## config.mk

```make
export PLATFORM = sky130hd
export DESIGN_NAME = ex
export DESIGN_NICKNAME = d
export VERILOG_FILES = /design/src/rtl/ex_pkg.sv /design/src/rtl/ex_div.sv /design/src/rtl/ex.sv
export SDC_FILE = /design/constraint.sdc
export NUM_CORES = 2
export LEC_CHECK = 0
export BUFFER_PORTS_ARGS = -buffer_cell sky130_fd_sc_hd__buf_2
export CORE_ASPECT_RATIO = 0.7
export CORE_MARGIN = 5
export CORE_UTILIZATION = 25
export CTS_BUF_LIST = sky130_fd_sc_hd__clkbuf_16
export CTS_CLUSTER_DIAMETER = 40
export DETAILED_ROUTE_END_ITERATION = 8
export PLACE_DENSITY = 0.38
export SETUP_SLACK_MARGIN = 0.2
export SLEW_MARGIN = 20
export SYNTH_ARGS = -nofsm -noshare
export SYNTH_HDL_FRONTEND = slang
export SYNTH_HIERARCHICAL = 1
export SYNTH_SLANG_ARGS = --single-unit
```

## constraint.sdc

```tcl
create_clock -name clk -period 10.4 [get_ports clk]
set_clock_uncertainty 0.1 [all_clocks]
set_input_delay 0 -clock clk [delete_from_list [all_inputs] [get_ports clk]]
set_output_delay 0 -clock clk [all_outputs]
set_load 0.05 [all_outputs]
```

## src/rtl/ex_pkg.sv

```systemverilog
// ex_pkg: shared constants, types and helpers for the execute stage.
//   - RV32IM opcode / funct3 / funct7 encodings used by the execute stage
//   - reset level, bus widths, zero word
//   - divider op and FSM state enums
//   - alu_calc: the RV32I integer ALU shared by the OP and OP-IMM paths
package ex_pkg;

  localparam logic        RST_ENABLE  = 1'b1;
  localparam int          REG_W       = 32;
  localparam int          REG_ADDR_W  = 5;
  localparam logic [31:0] ZERO_WORD   = 32'h0000_0000;

  // Major opcodes
  localparam logic [6:0] INST_TYPE_I   = 7'b0010011;
  localparam logic [6:0] INST_TYPE_R_M = 7'b0110011;
  localparam logic [6:0] INST_LUI      = 7'b0110111;
  localparam logic [6:0] INST_AUIPC    = 7'b0010111;
  localparam logic [6:0] INST_JAL      = 7'b1101111;
  localparam logic [6:0] INST_JALR     = 7'b1100111;
  localparam logic [6:0] INST_TYPE_B   = 7'b1100011;

  // funct7 values for the R/M group
  localparam logic [6:0] F7_BASE = 7'b0000000;
  localparam logic [6:0] F7_ALT  = 7'b0100000;
  localparam logic [6:0] F7_M    = 7'b0000001;

  // ALU funct3
  localparam logic [2:0] F3_ADD  = 3'b000;
  localparam logic [2:0] F3_SLL  = 3'b001;
  localparam logic [2:0] F3_SLT  = 3'b010;
  localparam logic [2:0] F3_SLTU = 3'b011;
  localparam logic [2:0] F3_XOR  = 3'b100;
  localparam logic [2:0] F3_SR   = 3'b101;
  localparam logic [2:0] F3_OR   = 3'b110;
  localparam logic [2:0] F3_AND  = 3'b111;

  // Branch funct3
  localparam logic [2:0] F3_BEQ  = 3'b000;
  localparam logic [2:0] F3_BNE  = 3'b001;
  localparam logic [2:0] F3_BLT  = 3'b100;
  localparam logic [2:0] F3_BGE  = 3'b101;
  localparam logic [2:0] F3_BLTU = 3'b110;
  localparam logic [2:0] F3_BGEU = 3'b111;

  // Divide-family op; encoding equals funct3[1:0] of DIV/DIVU/REM/REMU.
  // bit0 = unsigned, bit1 = remainder.
  typedef enum logic [1:0] {
    DIV_OP_DIV  = 2'b00,
    DIV_OP_DIVU = 2'b01,
    DIV_OP_REM  = 2'b10,
    DIV_OP_REMU = 2'b11
  } div_op_e;

  typedef enum logic [1:0] {
    DIV_IDLE = 2'b00,
    DIV_CALC = 2'b01,
    DIV_DONE = 2'b10
  } div_state_e;

  // alt selects SUB for F3_ADD and arithmetic shift for F3_SR.
  function automatic logic [31:0] alu_calc(input logic [2:0] f3, input logic alt,
                                           input logic [31:0] a, input logic [31:0] b);
    logic [31:0] res;
    logic [4:0]  sh;
    sh  = b[4:0];
    res = ZERO_WORD;
    case (f3)
      F3_ADD:  res = alt ? (a - b) : (a + b);
      F3_SLL:  res = a << sh;
      F3_SLT:  res = {31'd0, ($signed(a) < $signed(b))};
      F3_SLTU: res = {31'd0, (a < b)};
      F3_XOR:  res = a ^ b;
      F3_SR:   res = alt ? 32'($signed(a) >>> sh) : (a >> sh);
      F3_OR:   res = a | b;
      F3_AND:  res = a & b;
      default: res = ZERO_WORD;
    endcase
    return res;
  endfunction

endpackage

```

## src/rtl/ex_div.sv

```systemverilog
// ex_div: iterative radix-2 restoring divider for DIV/DIVU/REM/REMU.
// Ports:
//   clk, rst        clock, synchronous active-high reset
//   start           divide-family instruction present this cycle (used only in IDLE)
//   op              DIV/DIVU/REM/REMU
//   dividend        rs1 value
//   divisor         rs2 value
//   rd              destination register of the divide
//   busy            start cycle (while IDLE) or iterating; front of the pipe must hold
//   ready           result valid this cycle (DONE state)
//   result          sign-corrected quotient or remainder
//   result_rd       latched destination register
// Works on magnitudes; signs are reapplied at the output so the signed overflow
// case 0x80000000 / -1 needs no special handling.
module ex_div
  import ex_pkg::*;
#(
  parameter int DIV_CYCLES = 32
) (
  input  logic                  clk,
  input  logic                  rst,
  input  logic                  start,
  input  div_op_e               op,
  input  logic [REG_W-1:0]      dividend,
  input  logic [REG_W-1:0]      divisor,
  input  logic [REG_ADDR_W-1:0] rd,
  output logic                  busy,
  output logic                  ready,
  output logic [REG_W-1:0]      result,
  output logic [REG_ADDR_W-1:0] result_rd
);

  localparam int CNT_W = $clog2(DIV_CYCLES + 1);

  div_state_e            state_reg, state_next;
  logic [CNT_W-1:0]      count_reg, count_next;
  logic [REG_W-1:0]      quo_reg, quo_next;     // dividend shifts out, quotient shifts in
  logic [REG_W-1:0]      rem_reg, rem_next;     // partial remainder
  logic [REG_W-1:0]      dsor_reg, dsor_next;   // divisor magnitude
  div_op_e               op_reg, op_next;
  logic                  neg_q_reg, neg_q_next;
  logic                  neg_r_reg, neg_r_next;
  logic [REG_ADDR_W-1:0] rd_reg, rd_next;

  logic                  signed_op;
  logic                  a_neg, b_neg;
  logic [REG_W-1:0]      a_mag, b_mag;
  logic [REG_W:0]        partial;

  assign signed_op = (op == DIV_OP_DIV) || (op == DIV_OP_REM);
  assign a_neg     = signed_op & dividend[REG_W-1];
  assign b_neg     = signed_op & divisor[REG_W-1];
  assign a_mag     = a_neg ? (-dividend) : dividend;
  assign b_mag     = b_neg ? (-divisor)  : divisor;
  assign partial   = {rem_reg, quo_reg[REG_W-1]};

  always_ff @(posedge clk) begin
    if (rst == RST_ENABLE) begin
      state_reg <= DIV_IDLE;
      count_reg <= '0;
      quo_reg   <= '0;
      rem_reg   <= '0;
      dsor_reg  <= '0;
      op_reg    <= DIV_OP_DIV;
      neg_q_reg <= 1'b0;
      neg_r_reg <= 1'b0;
      rd_reg    <= '0;
    end else begin
      state_reg <= state_next;
      count_reg <= count_next;
      quo_reg   <= quo_next;
      rem_reg   <= rem_next;
      dsor_reg  <= dsor_next;
      op_reg    <= op_next;
      neg_q_reg <= neg_q_next;
      neg_r_reg <= neg_r_next;
      rd_reg    <= rd_next;
    end
  end

  always_comb begin
    state_next = state_reg;
    count_next = count_reg;
    quo_next   = quo_reg;
    rem_next   = rem_reg;
    dsor_next  = dsor_reg;
    op_next    = op_reg;
    neg_q_next = neg_q_reg;
    neg_r_next = neg_r_reg;
    rd_next    = rd_reg;
    case (state_reg)
      DIV_IDLE: begin
        if (start) begin
          op_next = op;
          rd_next = rd;
          if (divisor == ZERO_WORD) begin
            // Architectural div-by-zero results, no sign correction applied.
            quo_next   = '1;
            rem_next   = dividend;
            neg_q_next = 1'b0;
            neg_r_next = 1'b0;
            state_next = DIV_DONE;
          end else begin
            quo_next   = a_mag;
            rem_next   = '0;
            dsor_next  = b_mag;
            neg_q_next = a_neg ^ b_neg;
            neg_r_next = a_neg;
            count_next = '0;
            state_next = DIV_CALC;
          end
        end
      end
      DIV_CALC: begin
        if (partial >= {1'b0, dsor_reg}) begin
          rem_next = REG_W'(partial - {1'b0, dsor_reg});
          quo_next = {quo_reg[REG_W-2:0], 1'b1};
        end else begin
          rem_next = partial[REG_W-1:0];
          quo_next = {quo_reg[REG_W-2:0], 1'b0};
        end
        count_next = count_reg + CNT_W'(1);
        if (count_reg == CNT_W'(DIV_CYCLES - 1)) begin
          state_next = DIV_DONE;
        end
      end
      DIV_DONE: state_next = DIV_IDLE;
      default:  state_next = DIV_IDLE;
    endcase
  end

  // busy is combinational in the start cycle so the pipe holds immediately.
  assign busy      = (rst != RST_ENABLE) &&
                     (((state_reg == DIV_IDLE) && start) || (state_reg == DIV_CALC));
  assign ready     = (rst != RST_ENABLE) && (state_reg == DIV_DONE);
  assign result    = op_reg[1] ? (neg_r_reg ? (-rem_reg) : rem_reg)
                               : (neg_q_reg ? (-quo_reg) : quo_reg);
  assign result_rd = rd_reg;

endmodule

```

## src/rtl/ex.sv

```systemverilog
// ex: execute stage of the 5-stage RV32IM core.
// Ports:
//   clk, rst              clock, synchronous active-high reset
//   pc_i, inst_i          instruction address and word (all-zero word = bubble)
//   reg1_i, reg2_i        rs1 / rs2 values
//   imm_i                 sign-extended immediate
//   reg_waddr_i, reg_we_i rd and its write request from decode
//   reg_wdata_o/_waddr_o/_we_o  writeback
//   jump_flag_o, jump_addr_o    taken branch/jump and its target
//   hold_req_o            divider busy; the front of the pipe holds
// Single-cycle ops are purely combinational from the inputs. Divides go to ex_div;
// while it is busy or delivering, the incoming word is ignored (decode feeds bubbles).
module ex
  import ex_pkg::*;
#(
  parameter int DIV_CYCLES = 32
) (
  input  logic                  clk,
  input  logic                  rst,
  input  logic [REG_W-1:0]      pc_i,
  input  logic [REG_W-1:0]      inst_i,
  input  logic [REG_W-1:0]      reg1_i,
  input  logic [REG_W-1:0]      reg2_i,
  input  logic [REG_W-1:0]      imm_i,
  input  logic [REG_ADDR_W-1:0] reg_waddr_i,
  input  logic                  reg_we_i,
  output logic [REG_W-1:0]      reg_wdata_o,
  output logic [REG_ADDR_W-1:0] reg_waddr_o,
  output logic                  reg_we_o,
  output logic                  jump_flag_o,
  output logic [REG_W-1:0]      jump_addr_o,
  output logic                  hold_req_o
);

  logic [6:0] opcode;
  logic [2:0] funct3;
  logic [6:0] funct7;
  logic       unused_inst_bits;

  assign opcode           = inst_i[6:0];
  assign funct3           = inst_i[14:12];
  assign funct7           = inst_i[31:25];
  // Register fields are already resolved by decode into reg*_i / reg_waddr_i.
  assign unused_inst_bits = ^{inst_i[24:15], inst_i[11:7]};

  // ---------------- divider ----------------
  logic                  is_div;
  logic                  div_busy, div_ready;
  logic [REG_W-1:0]      div_result;
  logic [REG_ADDR_W-1:0] div_rd;

  assign is_div = (opcode == INST_TYPE_R_M) && (funct7 == F7_M) && funct3[2];

  ex_div #(
    .DIV_CYCLES(DIV_CYCLES)
  ) u_div (
    .clk       (clk),
    .rst       (rst),
    .start     (is_div),
    .op        (div_op_e'(funct3[1:0])),
    .dividend  (reg1_i),
    .divisor   (reg2_i),
    .rd        (reg_waddr_i),
    .busy      (div_busy),
    .ready     (div_ready),
    .result    (div_result),
    .result_rd (div_rd)
  );

  // ---------------- multiplier ----------------
  // One 33x33 signed multiply covers all four forms via per-operand extension.
  logic               mul_a_signed, mul_b_signed;
  logic signed [32:0] mul_a, mul_b;
  logic signed [63:0] mul_prod;
  logic [REG_W-1:0]   mul_result;

  assign mul_a_signed = (funct3[1:0] != 2'b11);                        // MUL, MULH, MULHSU
  assign mul_b_signed = (funct3[1:0] == 2'b00) || (funct3[1:0] == 2'b01); // MUL, MULH
  assign mul_a        = {mul_a_signed & reg1_i[31], reg1_i};
  assign mul_b        = {mul_b_signed & reg2_i[31], reg2_i};
  assign mul_prod     = $signed({{31{mul_a[32]}}, mul_a}) * $signed({{31{mul_b[32]}}, mul_b});
  assign mul_result   = (funct3[1:0] == 2'b00) ? mul_prod[31:0] : mul_prod[63:32];

  // ---------------- branch compare ----------------
  logic br_taken;

  always_comb begin
    br_taken = 1'b0;
    case (funct3)
      F3_BEQ:  br_taken = (reg1_i == reg2_i);
      F3_BNE:  br_taken = (reg1_i != reg2_i);
      F3_BLT:  br_taken = ($signed(reg1_i) <  $signed(reg2_i));
      F3_BGE:  br_taken = ($signed(reg1_i) >= $signed(reg2_i));
      F3_BLTU: br_taken = (reg1_i <  reg2_i);
      F3_BGEU: br_taken = (reg1_i >= reg2_i);
      default: br_taken = 1'b0;
    endcase
  end

  // ---------------- single-cycle datapath ----------------
  logic             alu_supported;
  logic [REG_W-1:0] alu_wdata;
  logic             alu_jump;
  logic [REG_W-1:0] alu_jaddr;
  logic [REG_W-1:0] link_addr;

  assign link_addr = pc_i + 32'd4;

  always_comb begin
    alu_supported = 1'b0;
    alu_wdata     = ZERO_WORD;
    alu_jump      = 1'b0;
    alu_jaddr     = ZERO_WORD;
    case (opcode)
      INST_TYPE_I: begin
        alu_supported = 1'b1;
        // inst_i[30] is immediate data except for SRLI/SRAI.
        alu_wdata = alu_calc(funct3, (funct3 == F3_SR) && inst_i[30], reg1_i, imm_i);
      end
      INST_TYPE_R_M: begin
        if (funct7 == F7_M) begin
          if (!funct3[2]) begin
            alu_supported = 1'b1;
            alu_wdata     = mul_result;
          end
        end else if ((funct7 == F7_BASE) ||
                     ((funct7 == F7_ALT) && ((funct3 == F3_ADD) || (funct3 == F3_SR)))) begin
          alu_supported = 1'b1;
          alu_wdata     = alu_calc(funct3, funct7[5], reg1_i, reg2_i);
        end
      end
      INST_LUI: begin
        alu_supported = 1'b1;
        alu_wdata     = imm_i;
      end
      INST_AUIPC: begin
        alu_supported = 1'b1;
        alu_wdata     = pc_i + imm_i;
      end
      INST_JAL: begin
        alu_supported = 1'b1;
        alu_wdata     = link_addr;
        alu_jump      = 1'b1;
        alu_jaddr     = pc_i + imm_i;
      end
      INST_JALR: begin
        alu_supported = 1'b1;
        alu_wdata     = link_addr;
        alu_jump      = 1'b1;
        alu_jaddr     = (reg1_i + imm_i) & ~32'd1;
      end
      INST_TYPE_B: begin
        alu_supported = 1'b1;
        alu_jump      = br_taken;
        alu_jaddr     = br_taken ? (pc_i + imm_i) : ZERO_WORD;
      end
      default: alu_supported = 1'b0;
    endcase
  end

  // ---------------- output mux ----------------
  always_comb begin
    reg_wdata_o = ZERO_WORD;
    reg_waddr_o = '0;
    reg_we_o    = 1'b0;
    jump_flag_o = 1'b0;
    jump_addr_o = ZERO_WORD;
    hold_req_o  = 1'b0;
    if (rst == RST_ENABLE) begin
      // all outputs stay at zero
    end else if (div_ready) begin
      reg_we_o    = 1'b1;
      reg_waddr_o = div_rd;
      reg_wdata_o = div_result;
    end else if (div_busy) begin
      hold_req_o = 1'b1;
    end else if (alu_supported) begin
      reg_we_o    = reg_we_i;
      reg_waddr_o = reg_waddr_i;
      reg_wdata_o = alu_wdata;
      jump_flag_o = alu_jump;
      jump_addr_o = alu_jaddr;
    end
  end

endmodule

```

==> flow_summary_export.csv <==
group,metric,value,unit
worst_setup_path,critical_path.most_common_cell,"fa_1",
synthesis,synth.distinct_cells,89,
grt,gr-total-overflow,0,
worst_setup_path,crit_type,"in2out",
detailed_routing,first_pass_iters,8,
worst_setup_path,timing.rr.end,"u_div/rem_reg[2]",
timing,finalSetupViolations,0,
worst_setup_path,cp_data_arrival_time,9930,ps
place,dp_hpwl,323.4,mm
detailed_routing,vias_per_cell,5.478,
hold_path,hold_depth,4,
clock_tree,cts_tree,"built",
timing,max_freq,99.68,MHz
cells_and_area,syn2layout_area_growth,10.69,%
worst_setup_path,r2r_start,"u_div/rem_reg[0]",
grt,grt_pass1_wl,543.8,mm
place,portBuffers,224,
clock_tree,h-tree-depth,3,
die,ios,240,
synthesis,synthCells,8652,
synthesis,yosysTopAreaCell,"fa_1",
timing,tightest_slew,1353,ps
synthesis,yosys_warnings,6,
synthesis,synth-edff-count,0,
detailed_routing,drc,0,
clock_tree,clockRootBuffer,"clkbuf_16",
clock_tree,clockBufferDepth,2,
status,status,"complete, no violations",
cells_and_area,final_nets,10480,
cells_and_area,layout-drive-gt1-share,9.128,%
detailed_routing,ant_nets,0,
clock_tree,clk_pin_slew,90,ps
grt,grt_start_max_net_pins,79,
worst_setup_path,crit_end,"reg_wdata_o[9]",
synthesis,synth_area_leaders,"fa_1 (34%), ha_1 (8.9%), inv_1 (7.4%)",
synthesis,syn-num-nets,10430,
worst_setup_path,slowest_stage,"buf_2",
detailed_routing,wl_per_cell,31.95,microns
die,num_rows,158,
synthesis,synth_top_area_share,33.97,%
worst_setup_path,crit_start,"reg2_i[6]",
die,initial_utilization,25.14,%
die,die_w,627.1,microns
synthesis,ys_seq_area_share,3.364,%
place,place.gp.congestion,1.010,
worst_setup_path,slowest_delay,710,ps
synthesis,syn_area,66650,sq um
timing,post-route-period-util,96.47,%
die,dieHeight,442.0,microns
timing,finalSetupTns,0,ps
clock_tree,insertion_delay,400,ps
worst_setup_path,reg2regPathDepth,10,
worst_setup_path,worstPathMaxFanout,26,
worst_setup_path,crit_required,10300,ps
worst_setup_path,crit_path_end_kind,"output pin",
synthesis,ys_ff_latch,112,
grt,track_usage,27.50,%
worst_setup_path,start_kind,"primary input",
clock_tree,clock_sinks,112,
detailed_routing,drt_iter0_drc,8697,
grt,first_global_vias,64810,
timing,drv_slew,0,
detailed_routing,vias,67110,
timing,max_slew_margin,9.790,%
timing,period_needed,10030,ps
synthesis,synth_ff_type,"dfxtp_1",
worst_setup_path,r2r_setup_slack,5670,ps
hold_path,hold_path_class,"in2reg",
detailed_routing,wirelength,391.4,mm
timing,hold_violations,0,
timing,rsz0062_at_grt,"true",
synthesis,synth.avg_cell_area,7.703,sq um
job,max-cap-violations,0,
synthesis,synthArstFlopShare,0,%
die,core_area,265100,sq um
die,die_area,277200,sq um
clock_tree,cts_made_buffers,9,
grt,antenna_found_initial,49,
==> cells in the final DEF (no fill, tap or decap), types with 108 or more instances in the layout <==
cell type and count:
xor2_1 120, nor2_1 925, inv_1 1310, dfxtp_1 111, buf_4 386, a21oi_1 543, nand2_1 1151, mux2i_1 108
ha_1 474, o21ai_0 389, xnor2_1 206, buf_2 205, a211oi_1 141, fa_1 1127
==> layer usage <==
layer / routed length (microns) / track usage [%]
met1: 194100 / 44.12
met2: 145000 / 35.44
met4: 10500 / 5.794
met3: 41690 / 7.451
met5: 95 / 0
==> what timing repair did <==
action	CTS	global route
gates resized for setup	0	15
endpoints found under the hold margin	6	0
setup endpoints to repair	0	9
hold buffers	6	0
setup buffers	0	4
==> logic make-up (layout without fill, tap and decap cells) <==
| family | count (synthesis) | in the layout | synth area share [%] |
|---|---|---|---|
| adders and majority gates | 1605 | 1605 | 42.87 |
| muxes | 176 | 176 | 3.717 |
| other | 0 | 23 | 0 |
| buffers and inverters | 1911 | 1968 | 10.81 |
| AOI/OAI and AO/OA | 1862 | 1862 | 18.00 |
| DFF | 112 | 112 | 3.364 |
| xor gates and xnor gates | 328 | 328 | 4.310 |
| and+or+nand+nor | 2658 | 2658 | 16.93 |
==> critical path: cells and delay by family <==
family	cells	cell delay, ps
adder cells (fa/ha/maj)	9	4380
AND/OR/NAND/NOR	3	720
AO/OA/AOI/OAI	8	2530
XOR/XNOR	1	140
buffers and inverters	10	2050
==> worst min-delay path by stage <==
stage                   startpoint            endpoint  slack, ps
floorplan           reg_waddr_i[0]  u_div/result_rd[0]         40
global placement    reg_waddr_i[2]  u_div/result_rd[2]        160
detailed placement  reg_waddr_i[2]  u_div/result_rd[2]        170
CTS                     reg1_i[20]   u_div/rem_reg[20]        110
global route            reg1_i[20]   u_div/rem_reg[20]        110
finish                  reg1_i[20]   u_div/rem_reg[20]        130
==> layout make-up <==
class / instances / area, sq um
antenna: 23 / 57.56
inverter: 1332 / 5004
clock inverter: 7 / 71.32
tap: 3520 / 4404
fill: 29230 / 191300
sequential: 112 / 2243
multi-input combinational: 6629 / 57360
clock buffer: 9 / 225.2
timing repair buffer: 620 / 4410
==> per-stage QoR <==
step	hold WS (ps)	cell area, sq um	util [%]	setup slack [ps]	cells
2_1_floorplan	35.96	66650	-	415.5	8652
3_3_place_gp	160.2	73210	27.62	291.8	12200
3_5_place_dp	171.2	73230	27.62	340.8	12200
4_1_cts	106.2	73590	27.76	312.4	12230
5_1_grt	110.5	73730	27.81	192.3	12230
6_report	126.6	73770	27.83	367.4	12250
==> synthesized netlist by cell type, types with 55 or more instances <==
cell type,instances
inv_1,1310
nand2_1,1153
fa_1,1131
nor2_1,933
a21oi_1,546
ha_1,474
clkbuf_1,450
o21ai_0,392
xnor2_1,208
a211oi_1,144
buf_1,120
xor2_1,120
dfxtp_1,112
mux2i_1,108
nor3_1,103
a21o_1,96
nand3_1,92
a31oi_1,69
o211ai_1,58
mux4_2,56
o31ai_1,55
Power is not shown: default switching activity piles up to over one toggle a cycle in this logic, so the estimate is an artifact.
